## src/rtl/fp16_defs.sv

```systemverilog
// FP16 (binary16) format constants, field positions and accumulator state encoding.
// Shared by the accumulate stage and any future FP16 arithmetic blocks.
package fp16_defs;

    localparam int          FP16_BIAS     = 15;
    localparam logic [4:0]  FP16_EXP_MAX  = 5'h1F;
    localparam logic [15:0] FP16_PINF     = 16'h7C00;
    localparam logic [15:0] FP16_ZERO     = 16'h0000;

    localparam int FP16_SIGN     = 15;
    localparam int FP16_EXP_MSB  = 14;
    localparam int FP16_EXP_LSB  = 10;
    localparam int FP16_FRAC_MSB = 9;
    localparam int FP16_FRAC_LSB = 0;

    typedef enum logic [2:0] {
        ST_IDLE,
        ST_ALIGN,
        ST_ADD,
        ST_NORM,
        ST_DONE
    } state_t;

    // 14-bit working magnitude {hidden, frac, 3 guard zeros}; exp=0 reads as zero.
    function automatic logic [13:0] fp16_mag(input logic [14:0] x);
        logic [4:0] e;
        e = x[FP16_EXP_MSB:FP16_EXP_LSB];
        return (e == 5'd0) ? 14'd0 : {1'b1, x[FP16_FRAC_MSB:FP16_FRAC_LSB], 3'b000};
    endfunction

endpackage

```

## src/rtl/fp16_accumulator_if.sv

```systemverilog
// Operand-in / sum-out handshake bundle for the FP16 accumulate stage.
// master = upstream multiplier + downstream consumer side, slave = accumulator.
interface fp16_accumulator_if;

    logic        in_valid;
    logic        in_ready;
    logic [15:0] in_data;
    logic        in_last;
    logic        acc_clear;
    logic        out_valid;
    logic        out_ready;
    logic [15:0] out_data;
    logic        ovf;

    modport master (
        output in_valid, in_data, in_last, acc_clear, out_ready,
        input  in_ready, out_valid, out_data, ovf
    );

    modport slave (
        input  in_valid, in_data, in_last, acc_clear, out_ready,
        output in_ready, out_valid, out_data, ovf
    );

endinterface

```

## src/rtl/fp16_lzc14.sv

```systemverilog
// Combinational 14-bit leading-zero counter; all-zero input returns 14.
// No latency, no handshake.
module fp16_lzc14 (
    input  logic [13:0] value,
    output logic [3:0]  count
);

    always_comb begin
        count = 4'd14;
        for (int i = 0; i < 14; i++) begin
            if (value[i]) count = 4'(13 - i);
        end
    end

endmodule

```

## src/rtl/fp16_accumulator.sv

```systemverilog
// Sequential FP16 running-sum stage: ALIGN/ADD/NORM per operand, sum presented on group last.
// One operand per 4 cycles; in_ready low while busy or while a finished sum waits for out_ready.
module fp16_accumulator
    import fp16_defs::*;
(
    input  logic CLK,
    input  logic RESETn,
    fp16_accumulator_if.slave bus
);

    state_t      state;
    logic [15:0] acc;
    logic [15:0] op;
    logic        last_q;
    logic        in_ready_q;
    logic        out_valid_q;
    logic [15:0] out_data_q;
    logic        ovf_q;

    logic [4:0]  al_exp;
    logic [13:0] al_big;
    logic [13:0] al_sml;
    logic        al_big_s;
    logic        al_sml_s;
    logic        sp_q;
    logic [15:0] sp_val;

    logic [14:0] sum_m;
    logic        sum_s;
    logic [4:0]  sum_exp;

    assign bus.in_ready  = in_ready_q;
    assign bus.out_valid = out_valid_q;
    assign bus.out_data  = out_data_q;
    assign bus.ovf       = ovf_q;

    // Align: larger exponent wins, the other magnitude is right-shifted with truncation.
    logic [4:0]  a_e, b_e, big_e, diff;
    logic [13:0] a_m, b_m, big_m, sml_m, sml_sh;
    logic        big_s, sml_s, acc_inf, op_inf;

    always_comb begin
        a_e     = acc[FP16_EXP_MSB:FP16_EXP_LSB];
        b_e     = op[FP16_EXP_MSB:FP16_EXP_LSB];
        a_m     = fp16_mag(acc[14:0]);
        b_m     = fp16_mag(op[14:0]);
        acc_inf = (a_e == FP16_EXP_MAX);
        op_inf  = (b_e == FP16_EXP_MAX);
        if (a_e >= b_e) begin
            big_e = a_e;  big_m = a_m;  big_s = acc[FP16_SIGN];
            sml_m = b_m;  sml_s = op[FP16_SIGN];
            diff  = a_e - b_e;
        end else begin
            big_e = b_e;  big_m = b_m;  big_s = op[FP16_SIGN];
            sml_m = a_m;  sml_s = acc[FP16_SIGN];
            diff  = b_e - a_e;
        end
        sml_sh = (diff >= 5'd14) ? 14'd0 : (sml_m >> diff);
    end

    logic [14:0] add_m;
    logic        add_s;

    always_comb begin
        if (al_big_s == al_sml_s) begin
            add_m = {1'b0, al_big} + {1'b0, al_sml};
            add_s = al_big_s;
        end else if (al_big >= al_sml) begin
            add_m = {1'b0, al_big} - {1'b0, al_sml};
            add_s = al_big_s;
        end else begin
            add_m = {1'b0, al_sml} - {1'b0, al_big};
            add_s = al_sml_s;
        end
        if (add_m == 15'd0) add_s = 1'b0;
    end

    logic [3:0]         lz;
    logic [13:0]        norm_m;
    logic signed [6:0]  norm_e;
    logic [9:0]         norm_frac;
    logic [15:0]        res;
    logic               res_ovf;

    fp16_lzc14 u_lzc (
        .value (sum_m[13:0]),
        .count (lz)
    );

    always_comb begin
        if (sum_m[14]) begin
            norm_m = sum_m[14:1];
            norm_e = $signed({2'b00, sum_exp}) + 7'sd1;
        end else begin
            norm_m = sum_m[13:0] << lz;
            norm_e = $signed({2'b00, sum_exp}) - $signed({3'b000, lz});
        end
        norm_frac = 10'(norm_m >> 3);
        res_ovf   = 1'b0;
        if (sp_q) begin
            res     = sp_val;
            res_ovf = 1'b1;
        end else if (sum_m == 15'd0 || norm_e <= 7'sd0) begin
            res = FP16_ZERO;
        end else if (norm_e >= 7'sd31) begin
            res     = FP16_PINF | {sum_s, 15'd0};
            res_ovf = 1'b1;
        end else begin
            res = {sum_s, norm_e[4:0], norm_frac};
        end
    end

    always_ff @(posedge CLK or negedge RESETn) begin
        if (!RESETn) begin
            state       <= ST_IDLE;
            acc         <= FP16_ZERO;
            op          <= FP16_ZERO;
            last_q      <= 1'b0;
            in_ready_q  <= 1'b0;
            out_valid_q <= 1'b0;
            out_data_q  <= FP16_ZERO;
            ovf_q       <= 1'b0;
            al_exp      <= 5'd0;
            al_big      <= 14'd0;
            al_sml      <= 14'd0;
            al_big_s    <= 1'b0;
            al_sml_s    <= 1'b0;
            sp_q        <= 1'b0;
            sp_val      <= FP16_ZERO;
            sum_m       <= 15'd0;
            sum_s       <= 1'b0;
            sum_exp     <= 5'd0;
        end else begin
            case (state)
                ST_IDLE: begin
                    if (bus.acc_clear) begin
                        acc   <= FP16_ZERO;
                        ovf_q <= 1'b0;
                    end
                    if (bus.in_valid && in_ready_q) begin
                        op         <= bus.in_data;
                        last_q     <= bus.in_last;
                        in_ready_q <= 1'b0;
                        state      <= ST_ALIGN;
                    end else begin
                        in_ready_q <= 1'b1;
                    end
                end
                ST_ALIGN: begin
                    al_exp   <= big_e;
                    al_big   <= big_m;
                    al_sml   <= sml_sh;
                    al_big_s <= big_s;
                    al_sml_s <= sml_s;
                    // An infinite running sum is sticky; otherwise an infinite operand takes over.
                    sp_q     <= acc_inf | op_inf;
                    sp_val   <= acc_inf ? acc : (FP16_PINF | {op[FP16_SIGN], 15'd0});
                    state    <= ST_ADD;
                end
                ST_ADD: begin
                    sum_m   <= add_m;
                    sum_s   <= add_s;
                    sum_exp <= al_exp;
                    state   <= ST_NORM;
                end
                ST_NORM: begin
                    acc <= res;
                    if (res_ovf) ovf_q <= 1'b1;
                    if (last_q) begin
                        state <= ST_DONE;
                    end else begin
                        state      <= ST_IDLE;
                        in_ready_q <= 1'b1;
                    end
                end
                ST_DONE: begin
                    if (!out_valid_q) begin
                        out_valid_q <= 1'b1;
                        out_data_q  <= acc;
                    end else if (bus.out_ready) begin
                        out_valid_q <= 1'b0;
                        acc         <= FP16_ZERO;
                        ovf_q       <= 1'b0;
                        in_ready_q  <= 1'b1;
                        state       <= ST_IDLE;
                    end
                end
                default: state <= ST_IDLE;
            endcase
        end
    end

endmodule

```

## src/flat_wrapper.sv

```systemverilog
// flat-port wrapper written by rule: the top's interface ports become plain ports
module fp16_accumulator_flat import fp16_defs::*;
  (CLK, RESETn, bus_in_valid, bus_in_data, bus_in_last, bus_acc_clear, bus_out_ready, bus_in_ready, bus_out_valid, bus_out_data, bus_ovf);
  fp16_accumulator_if bus_i ();
  input  logic CLK;
  input  logic RESETn;
  input wire logic [$bits(bus_i.in_valid)-1:0] bus_in_valid;
  input wire logic [$bits(bus_i.in_data)-1:0] bus_in_data;
  input wire logic [$bits(bus_i.in_last)-1:0] bus_in_last;
  input wire logic [$bits(bus_i.acc_clear)-1:0] bus_acc_clear;
  input wire logic [$bits(bus_i.out_ready)-1:0] bus_out_ready;
  output wire logic [$bits(bus_i.in_ready)-1:0] bus_in_ready;
  output wire logic [$bits(bus_i.out_valid)-1:0] bus_out_valid;
  output wire logic [$bits(bus_i.out_data)-1:0] bus_out_data;
  output wire logic [$bits(bus_i.ovf)-1:0] bus_ovf;
  assign bus_i.in_valid = bus_in_valid;
  assign bus_i.in_data = bus_in_data;
  assign bus_i.in_last = bus_in_last;
  assign bus_i.acc_clear = bus_acc_clear;
  assign bus_i.out_ready = bus_out_ready;
  assign bus_in_ready = bus_i.in_ready;
  assign bus_out_valid = bus_i.out_valid;
  assign bus_out_data = bus_i.out_data;
  assign bus_ovf = bus_i.ovf;
  fp16_accumulator u_core (.CLK(CLK), .RESETn(RESETn), .bus(bus_i));
endmodule
```

## config.mk

```make
export PLATFORM = sky130hd
export DESIGN_NAME = fp16_accumulator_flat
export DESIGN_NICKNAME = d
export VERILOG_FILES = /design/src/rtl/fp16_defs.sv /design/src/rtl/fp16_accumulator_if.sv /design/src/rtl/fp16_lzc14.sv /design/src/rtl/fp16_accumulator.sv /design/src/flat_wrapper.sv
export SDC_FILE = /design/constraint.sdc
export NUM_CORES = 1
export LEC_CHECK = 0
export CORE_ASPECT_RATIO = 2
export CORE_MARGIN = 1
export CORE_UTILIZATION = 60
export DETAILED_ROUTE_END_ITERATION = 7
export PLACE_DENSITY = 0.82
export SYNTH_ARGS = -nofsm -noshare
export SYNTH_HDL_FRONTEND = slang
export SYNTH_SLANG_ARGS = --single-unit
```

## constraint.sdc

```tcl
create_clock -name CLK -period 11.7 [get_ports CLK]
set_input_delay 2.34 -clock CLK [delete_from_list [all_inputs] [get_ports CLK]]
set_output_delay 2.34 -clock CLK [all_outputs]
set_load 0.05 [all_outputs]
```

==> qor.txt <==
status - completed
initial antenna violation count - 0
Req. time, crit path - 12060 ps
Critical Path Source - u_core.sum_m[7]$_DFFE_PN0P_
Critical Path, Cell by Cell - nor3_1 > o21ai_0 > a31o_2 > nand2_1 > ha_1 > inv_1 > fa_1 > a21o_1 > a211oi_1 > a41o_1 > xor2_1 > a31o_2 > nor3_1 > nand2_1 > a2111oi_0 > a221o_1
cts hold-fix bufs - 0
grt total ovfl - 0
Die Span Y - 175 um
fin crit share - 38.7%
row count - 62
FMAX - 221 MHz
synthesized area per cell - 8.61 um^2
post-synth top area cell - dfrtp_1
Clock Pin Slew Worst Setup and Hold Paths - 60 ps
Die Width - 88.5 um
Hold Path Class - reg -> reg
Worst-Margin Slew - 1360 ps
hold depth - 2
synth top area cells - dfrtp_1, ha_1, nand2_1, mux2_2, mux2i_1
TNS Setup - 0 ps
root buf cell - clkbuf_16
Final Cell Area - 10100 um^2
DRC Markers - 0
Synth Register Bits - 125
Core Region - 14500 um^2
Vias - 8409
Post-synth ARST share - 100%
Post-Synthesis Cells - 1043
Total GRT Usage - 39.5%
ant diodes - 0
Final nets - 1121
crit path kind - reg -> reg
post-CTS sizing - 0
post-DR wirelength/cell - 23.0 um
minimum clock period - 4530 ps
crit end category - flop
Total Wirelength - 28800 um
setup ws final - 7170 ps
I/O pin total - 41
DR iter-0 viols - 827
Post-DRT Antenna Nets - 0
clk sink count - 125
crit path DAT - 4890 ps
TritonCTS clock tree - built
Inserted Clock Buffers - 17
share of layout cells above drive strength 1 - 9.81%
largest net degree at the start of global routing - 70
dpl ws - 7290 ps
max-cap check violation count - 0
starting density of the core - 61.9%
H-tree levels - 4
Die Area - 15500 um^2
Max Slew Vio Count - 0
final setup fails - 0
Synth Net Count - 1117
setup repair bufs after CTS - 0
synthesized area - 8980 um^2
YS warnings - 0
Synth top area share - 34.8%
R2R Path Start - u_core.sum_m[7]$_DFFE_PN0P_
router iterations before antenna repair - 5
Layout Utilization - 69.6%
Placer Congestion - 0.979
CP Launch Type - flop
first-pass GRT wire length - 45200 um
Max clock buf depth - 2
EDFF count, synth - 0
slowest cell on the critical path - dfrtp_1
Clock Skew - 8.63 ps
ys flop type - dfrtp_1
Hold Path Origin - u_core.al_exp[1]$_DFFE_PN0P_
area post-placement - 9430 um^2
sequential share of the synthesized area - 34.8%
via density per instance - 6.72
CP peak stage delay - 510 ps
RSZ-0062 raised after global routing - no
Detail Placement HPWL - 20800 um
Cell variety after synth - 80
synthesis-to-layout area growth - 12.4%
CP Max Fanout - 12
Fin. Hold Viols - 0
Clk Latency, worst-skew pair - 420 ps
Slew HR - 7.31%
Worst R2R Path Depth - 16
vias in the first global route - 8380
I/O Buffers - 40
[sequential cells by signal (all words and copies together), names as in the netlist, 3 cells and up]
signal / flops
u_core.op: 16
u_core.bus.out_data: 16
u_core.sp_val: 16
u_core.state: 3
u_core.sum_exp: 5
u_core.al_sml: 14
u_core.sum_m: 15
u_core.al_big: 11
u_core.al_exp: 5
u_core.acc: 16
[cells in the mapped netlist (all sizes together), types with 10 or more instances]
master and count:
o31ai 14, nand2 132, a211oi 13, ha 47, mux2 42, o22ai 10, nor2 66, o21ai 62
nor3 32, mux2i 44, clkbuf 46, a21oi 79, nand3 32, buf 18, inv 64, a221oi 14
xnor2 14, dfrtp 125, nand2b 20, a21o 13
[final timing paths]
kind	endpoint	slack, ps
worst min register to register	u_core.sum_exp[1]$_DFFE_PN0P_	470
worst max register to register	u_core.acc[7]$_DFFE_PN0P_	7170
worst max-delay path	u_core.acc[7]$_DFFE_PN0P_	7170
max in group asynchronous	u_core.sum_m[0]$_DFFE_PN0P_	8340
worst min-delay path	u_core.sum_exp[1]$_DFFE_PN0P_	470
min in group asynchronous	u_core.bus.out_data[11]$_DFFE_PN0P_	1970
[cell families (layout without fill, tap and decap cells)]
family	count (synthesis)	count (layout)	share of synthesized area [%]
xor gates and xnor gates	21	21	2.13
buffers and inverters	130	147	5.71
adders and majority gates	52	52	7.66
DFF	125	125	34.8
and+or+nand+nor	336	336	17.4
AOI/OAI and AO/OA	292	292	21.8
muxes	87	87	10.6
[cell usage in the layout (no fill, tap or decap), drive strengths merged, types with 14 or more instances in the layout]
master           n
o31ai           14
xnor2           14
a21oi           79
dfrtp          125
mux2i           44
clkbuf          19
nand2          132
o21ai           62
nor3            32
nand3           32
nor2            66
mux2            42
nand2b          20
ha              47
inv             66
a221oi          14
clkdlybuf4s50   39
[cell type report]
class                   instances  area, um^2
fillers                      1153        4410
well taps                     192         240
inverters                      66         248
multi-input cells             788        5350
flip-flops and latches        125        3130
clock inverters                13         211
repair buffers                 49         465
clock buffers                  19         453
[routing by layer]
metal | part of all wire (%) | global-route usage [%] | vias up
met1 | 33 | 39.8 | 4036
met3 | 6.2 | 7.84 | 156
met2 | 50 | 66.1 | 449
met4 | 10 | 35.8 | 0
li1 | - | - | 3768
met5 | 0 | 0 | -
[worst max-delay path: cells and delay by family (launching register included)]
family / cells / cell delay, ps
compound gates: 8 / 1890
simple gates: 4 / 1220
fa+ha+maj: 2 / 670
flops: 1 / 510
xor+xnor: 1 / 100
buf+inv: 1 / 60
[metrics by stage]
step	cells	hold slack [ps]
after floorplan	1043	435
after global placement	1220	445
after detailed placement	1220	455
after CTS	1252	470
after global routing	1252	488
final	1252	469
Power is left out: the tool's default activity adds up to more than one toggle a clock period on the data nets, which glitch-free logic cannot reach.
==> edit 1: new RTL, same settings <==
Re-encode `state_t` (5 states) as one-hot, 5 bits wide.
--- a/src/rtl/fp16_defs.sv
+++ b/src/rtl/fp16_defs.sv
@@ -15,8 +15,8 @@
 
-    typedef enum logic [2:0] {
-        ST_IDLE,
-        ST_ALIGN,
-        ST_ADD,
-        ST_NORM,
-        ST_DONE
+    typedef enum logic [4:0] {
+        ST_IDLE  = 5'b00001,
+        ST_ALIGN = 5'b00010,
+        ST_ADD   = 5'b00100,
+        ST_NORM  = 5'b01000,
+        ST_DONE  = 5'b10000
     } state_t;
Function: no difference found for any inputs over 10 cycles, from zero or initial values and one cycle with RESETn low; not proved beyond that.
==> edit 1 against the unedited design <==
Sequential cell count rose by 2. Routed wire length fell by 7.0%. Core utilization barely moved. Count of clock-buffer cells in the layout rose by 3. Final area fell by 1.6%. Worst setup slack improved by 0.022 ns. Area after synthesis fell by 2.7%. Die area fell by 2.6%.
==> edit 1: results (changes against the unedited design) <==
CTS
  • CTS buffer count: 17 (unchanged)
  • Worst-path clk slew: 0.05 ns
  • H-tree depth: 4 (unchanged)
  • CTS Root Cell: clkbuf_16
  • Skew-Pair Late Insertion Delay: 0.43 ns
  • Post-CTS setup buffers: 0 (unchanged)
  • Clk buf depth: 2 (unchanged)
  • Post-CTS Resized: 0 (unchanged)

Min path
  • Worst hold path class: reg -> reg
  • Hold path cells: 2 (unchanged)

Layout
  • Share of cells above drive strength 1: 0.0924 (-0.00567)
  • Antenna diodes: 0 (unchanged)
  • Nets@finish: 1,067 (-4.8%)
  • Fillers: 1,140 (-1.1%)

Logic synthesis
  • Syn Nets: 1,048 (-6.2%)
  • Post-synth top cells: 126 x dfrtp_1, 112 x nand2_1, 68 x nor2_1, 61 x o21ai_0, 60 x a21oi_1
  • Synth Warn #: 0 (unchanged)
  • Top FF cell, synth: dfrtp_1
  • Share of flip-flops with an asynchronous set or reset after synthesis: 1.00 (unchanged)
  • Ranking of synthesized cells by area: dfrtp_1 36%, ha_1 6.7%, mux2i_1 5.8%
  • Register area share after synthesis: 0.364 (+0.0154)
  • Yosys cell types: 79 (-1.3%)
  • Cells after Synth: 974 (-6.6%)

Routing
  • Detailed-route via count: 7,820 (-7.0%)
  • Routed WL per cell: 22.4 um (-2.8%)
  • Initial detailed-routing violation count: 680 (-18%)
  • Final wirelength: 26.8 mm (-7.0%)
  • Pre-antenna DRT Iters: 6 (+1)

Timing
  • Measured slew at the worst slew-check pin: 1.08 ns (-0.276 ns)
  • Clock skew: 0.0104 ns (+0.00181 ns)
  • Fin Setup TNS: 0 ns (unchanged)

Pwr
  • Maximum VDD drop: 0.000252 V
  • Lkg Pwr: 4.38 nW

Placed design
  • Setup WS pre-CTS: 7.37 ns (+0.0776 ns)
  • Post-Place Cells: 1,165 (-4.5%)
  • I/O Buffers: 40 (unchanged)
  • Final GP Congestion: 0.986 (+0.70%)
  • Post-DP HPWL: 19.6 mm (-5.7%)

Global routing
  • Largest net degree at the start of global routing: 67 (-4.3%)
  • Gr usage total: 0.386 (-0.00920)
  • First-pass GRT wire length: 43.0 mm (-4.8%)
  • Vias in the first global route: 7,986 (-4.7%)
  • Antenna violations before repair: 0 (unchanged)

Critical path
  • Family with the most delay on the worst path: compound AO/OA/AOI/OAI gates
  • Worst-path maximum fanout: 12 (unchanged)
  • Worst R2R Path Depth: 15 (-1)
  • CP max stage delay: 0.56 ns (+0.05 ns)
  • CP max stage cell: a221oi_4
  • Critical path arrival: 4.86 ns (-0.03 ns)

Status
  • Outcome: finished clean
-- edit 1: kinds of logic after synthesis --
kind of cell	Yosys count	synth area share
AO/OA/AOI/OAI	289	0.226
AND/OR/NAND/NOR	288	0.155
flip-flops	127	0.364
buffers and inverters	114	0.0532
multiplexers	83	0.102
adder cells (fa/ha/maj)	52	0.0787
XOR/XNOR	21	0.0219
-- edit 1: layout make-up --
type                       count  share of cell area
multi-input combinational    733               0.514
inverter                      61              0.0231
sequential                   127               0.320
tap                          192              0.0242
clock inverter                10              0.0208
clock buffer                  22              0.0477
timing repair buffer          53              0.0496
-- edit 1: through the flow --
stage / cell area [sq um] / hold slack, ns
2_1_floorplan: 8740 / 0.435
3_3_place_gp: 9250 / 0.451
3_5_place_dp: 9250 / 0.453
4_1_cts: 9930 / 0.475
5_1_grt: 9930 / 0.506
6_report: 9930 / 0.477
-- edit 1: metal layers --
layer	global-route usage	routed length (um)
met5	0	0
met4	0.322	2580
met3	0.0644	1350
met2	0.659	14000
met1	0.398	8900
-- edit 1: path summary, 6_finish.rpt --
check                                              from                 endpoint  slack [ns]
worst max-delay path                   u_core.sum_m[12]            u_core.acc[5]        7.19
worst min-delay path            u_core.bus.out_data[10]  u_core.bus.out_data[10]        0.48
worst max register to register         u_core.sum_m[12]            u_core.acc[5]        7.19
worst min register to register  u_core.bus.out_data[10]  u_core.bus.out_data[10]        0.48
max in group asynchronous                        RESETn         u_core.sum_m[11]        8.35
min in group asynchronous                        RESETn          u_core.sum_m[0]        1.99
-- edit 1: tightest hold or removal path: stages, from the launching register on --
cell and delay, ns:
dfrtp_1 0.34, nand2_1 0.04, o21ai_0 0.06
-- edit 1: report_power, final --
group | leakage [nW] | internal, W | switching (W) | total [W]
registers | 1.65 | 0.000566 | 0.000170 | 0.000735
logic | 2.40 | 0.000746 | 0.00126 | 0.00201
clock network | 0.330 | 0.000416 | 0.000192 | 0.000607
total | 4.38 | 0.00173 | 0.00162 | 0.00335
==> edit 2: new RTL, same settings <==
Made on the original files. Set the package constant `FP16_FRAC_MSB` to 8 (it was 9).
--- a/src/rtl/fp16_defs.sv
+++ b/src/rtl/fp16_defs.sv
@@ -12,3 +12,3 @@
     localparam int FP16_EXP_LSB  = 10;
-    localparam int FP16_FRAC_MSB = 9;
+    localparam int FP16_FRAC_MSB = 8;
     localparam int FP16_FRAC_LSB = 0;
Check against the original RTL: not equivalent (a bounded check fails within 10 cycles, from zero or initial values and one cycle with RESETn low).
==> edit 2 against the unedited design <==
Final area decreased by 5.1%. Die area decreased by 5.4%. Global-route usage decreased by 4.5 points. Area after synthesis decreased by 5.5%. Core utilization decreased by 0.59 points. Sequential cell count decreased by 3. Worst setup slack got worse by 0.15 ns. Routed wire length decreased by 17%. Cell count decreased by 7.2%. Critical endpoint is now u_core.acc[3]. Largest cell class unchanged.
Power is left out: the tool's default activity adds up to more than one toggle a clock period on the data nets, which glitch-free logic cannot reach.
==> edit 2: results (changes against the unedited design) <==
Placed design
  • Setup WS pre-CTS: 7.12 ns (-0.172 ns)
  • Final GP Congestion: 0.917 (-6.3%)
  • Post-DP HPWL: 17.5 mm (-16%)
  • Post-Place Cells: 1,130 (-7.4%)
  • I/O Buffers: 39 (-2.5%)
  • DP Area: 8990 sq um (-4.7%)

Min path
  • Worst hold path class: reg -> reg
  • Hold path cells: 1 (-1)
  • Beginning of the worst hold path: u_core.sp_val[10]
  • Hold Path Sink: u_core.sp_val[10]

CTS
  • H-tree depth: 4 (unchanged)
  • Post-CTS setup buffers: 0 (unchanged)
  • CTS Root Cell: clkbuf_16
  • Clk buf depth: 2 (unchanged)
  • Skew-Pair Late Insertion Delay: 0.42 ns (about the same)
  • Post-CTS Resized: 0 (unchanged)
  • Worst-path clk slew: 0.06 ns (about the same)
  • CTS buffer count: 17 (unchanged)

Timing
  • Fin Setup TNS: 0 ns (unchanged)
  • Final number of setup-violating endpoints: 0 (unchanged)
  • Final Hold Slack: 0.475 ns (+0.00579 ns)
  • Clock skew: 0.00764 ns (-0.000995 ns)
  • Measured slew at the worst slew-check pin: 1.14 ns (-0.215 ns)

Routing
  • Initial detailed-routing violation count: 496 (-40%)
  • Routed via count divided by cell count: 6.36 (-5.3%)
  • Pre-antenna DRT Iters: 5 (unchanged)
  • Routed WL per cell: 20.6 um (-11%)

Critical path
  • Reg-to-reg critical path startpoint: u_core.sum_m[10]
  • Critical path arrival: 5.04 ns (+0.15 ns)
  • R2R Path End: u_core.acc[3]
  • Reg2reg setup slack: 7.02 ns (-0.15 ns)
  • Worst-path maximum fanout: 10 (-2)
  • Worst R2R Path Depth: 17 (+1)

Global routing
  • Gr usage total: 0.350 (-0.0454)
  • Largest net degree at the start of global routing: 69 (-1.4%)
  • Vias in the first global route: 7,421 (-11%)
  • Antenna violations before repair: 0 (unchanged)
  • First-pass GRT wire length: 38.6 mm (-15%)

Logic synthesis
  • Post-synth top cells: 122 x dfrtp_1, 116 x nand2_1, 70 x o21ai_0, 63 x nor2_1, 56 x inv_1
  • Cells after Synth: 942 (-9.7%)
  • Synth Warn #: 0 (unchanged)
  • Yosys cell types: 82 (+2.5%)
  • Register area share after synthesis: 0.359 (+0.0113)
  • Ranking of synthesized cells by area: dfrtp_1 36%, mux2_2 6.6%, ha_1 6.5%
  • Share of flip-flops with an asynchronous set or reset after synthesis: 1.00 (unchanged)

Status
  • Outcome: finished clean

Layout
  • Non-Filler Instances: 1,162 (-7.2%)
  • Fillers: 1,067 (-7.5%)
  • Nets@finish: 1,031 (-8.0%)
  • Antenna diodes: 0 (unchanged)
  • Share of cells above drive strength 1: 0.118 (+0.0201)
[edit 2: how the worst max path moves through the flow]
stage | start | end | slack (ns) | cells past startpoint
after floorplan | u_core.sum_m[8] | u_core.acc[7] | 7.83 | 15
after global placement | u_core.sum_m[10] | u_core.acc[3] | 7.18 | 17
after detailed placement | u_core.sum_m[10] | u_core.acc[3] | 7.12 | 17
after CTS | u_core.sum_m[10] | u_core.acc[3] | 7.08 | 17
after global routing | u_core.sum_m[10] | u_core.acc[3] | 6.78 | 17
final | u_core.sum_m[10] | u_core.acc[3] | 7.02 | 17
[edit 2: area by class of cell]
class	instances	area (sq um)	area share
well taps	189	236	0.0247
multi-input cells	710	5000	0.522
repair buffers	52	485	0.0506
clock inverters	11	145	0.0151
clock buffers	21	450	0.0470
inverters	57	214	0.0223
flip-flops and latches	122	3050	0.318
[edit 2: logic make-up after synthesis]
kind of cell	count (synthesis)	synth area share
simple gates	279	0.155
compound gates	268	0.218
flops	122	0.359
buf+inv	110	0.0523
mux	94	0.118
fa+ha+maj	49	0.0766
xor+xnor	20	0.0206
[edit 2: critical path, cell delays in order, from the launching register on]
cell and delay, ns:
dfrtp_1 0.60, nor2b_1 0.11, o21ba_2 0.22, nor3_1 0.28, o21ai_2 0.26, inv_1 0.11
ha_1 0.16, inv_2 0.04, fa_1 0.39, a21o_1 0.17, a211oi_1 0.24, a41oi_1 0.09
xnor2_1 0.30, nor2_1 0.10, a31o_2 0.30, or4_1 0.70, nor3_1 0.37, a221o_1 0.16
[edit 2: per-layer routing]
layer	GRT usage	routed length (um)	share of wire	vias to the layer above
met3	0.0407	858	0.036	104
met4	0.267	1880	0.079	0
li1	-	-	-	3428
met2	0.614	12500	0.52	263
met1	0.376	8710	0.36	3595
met5	0	0	0	-
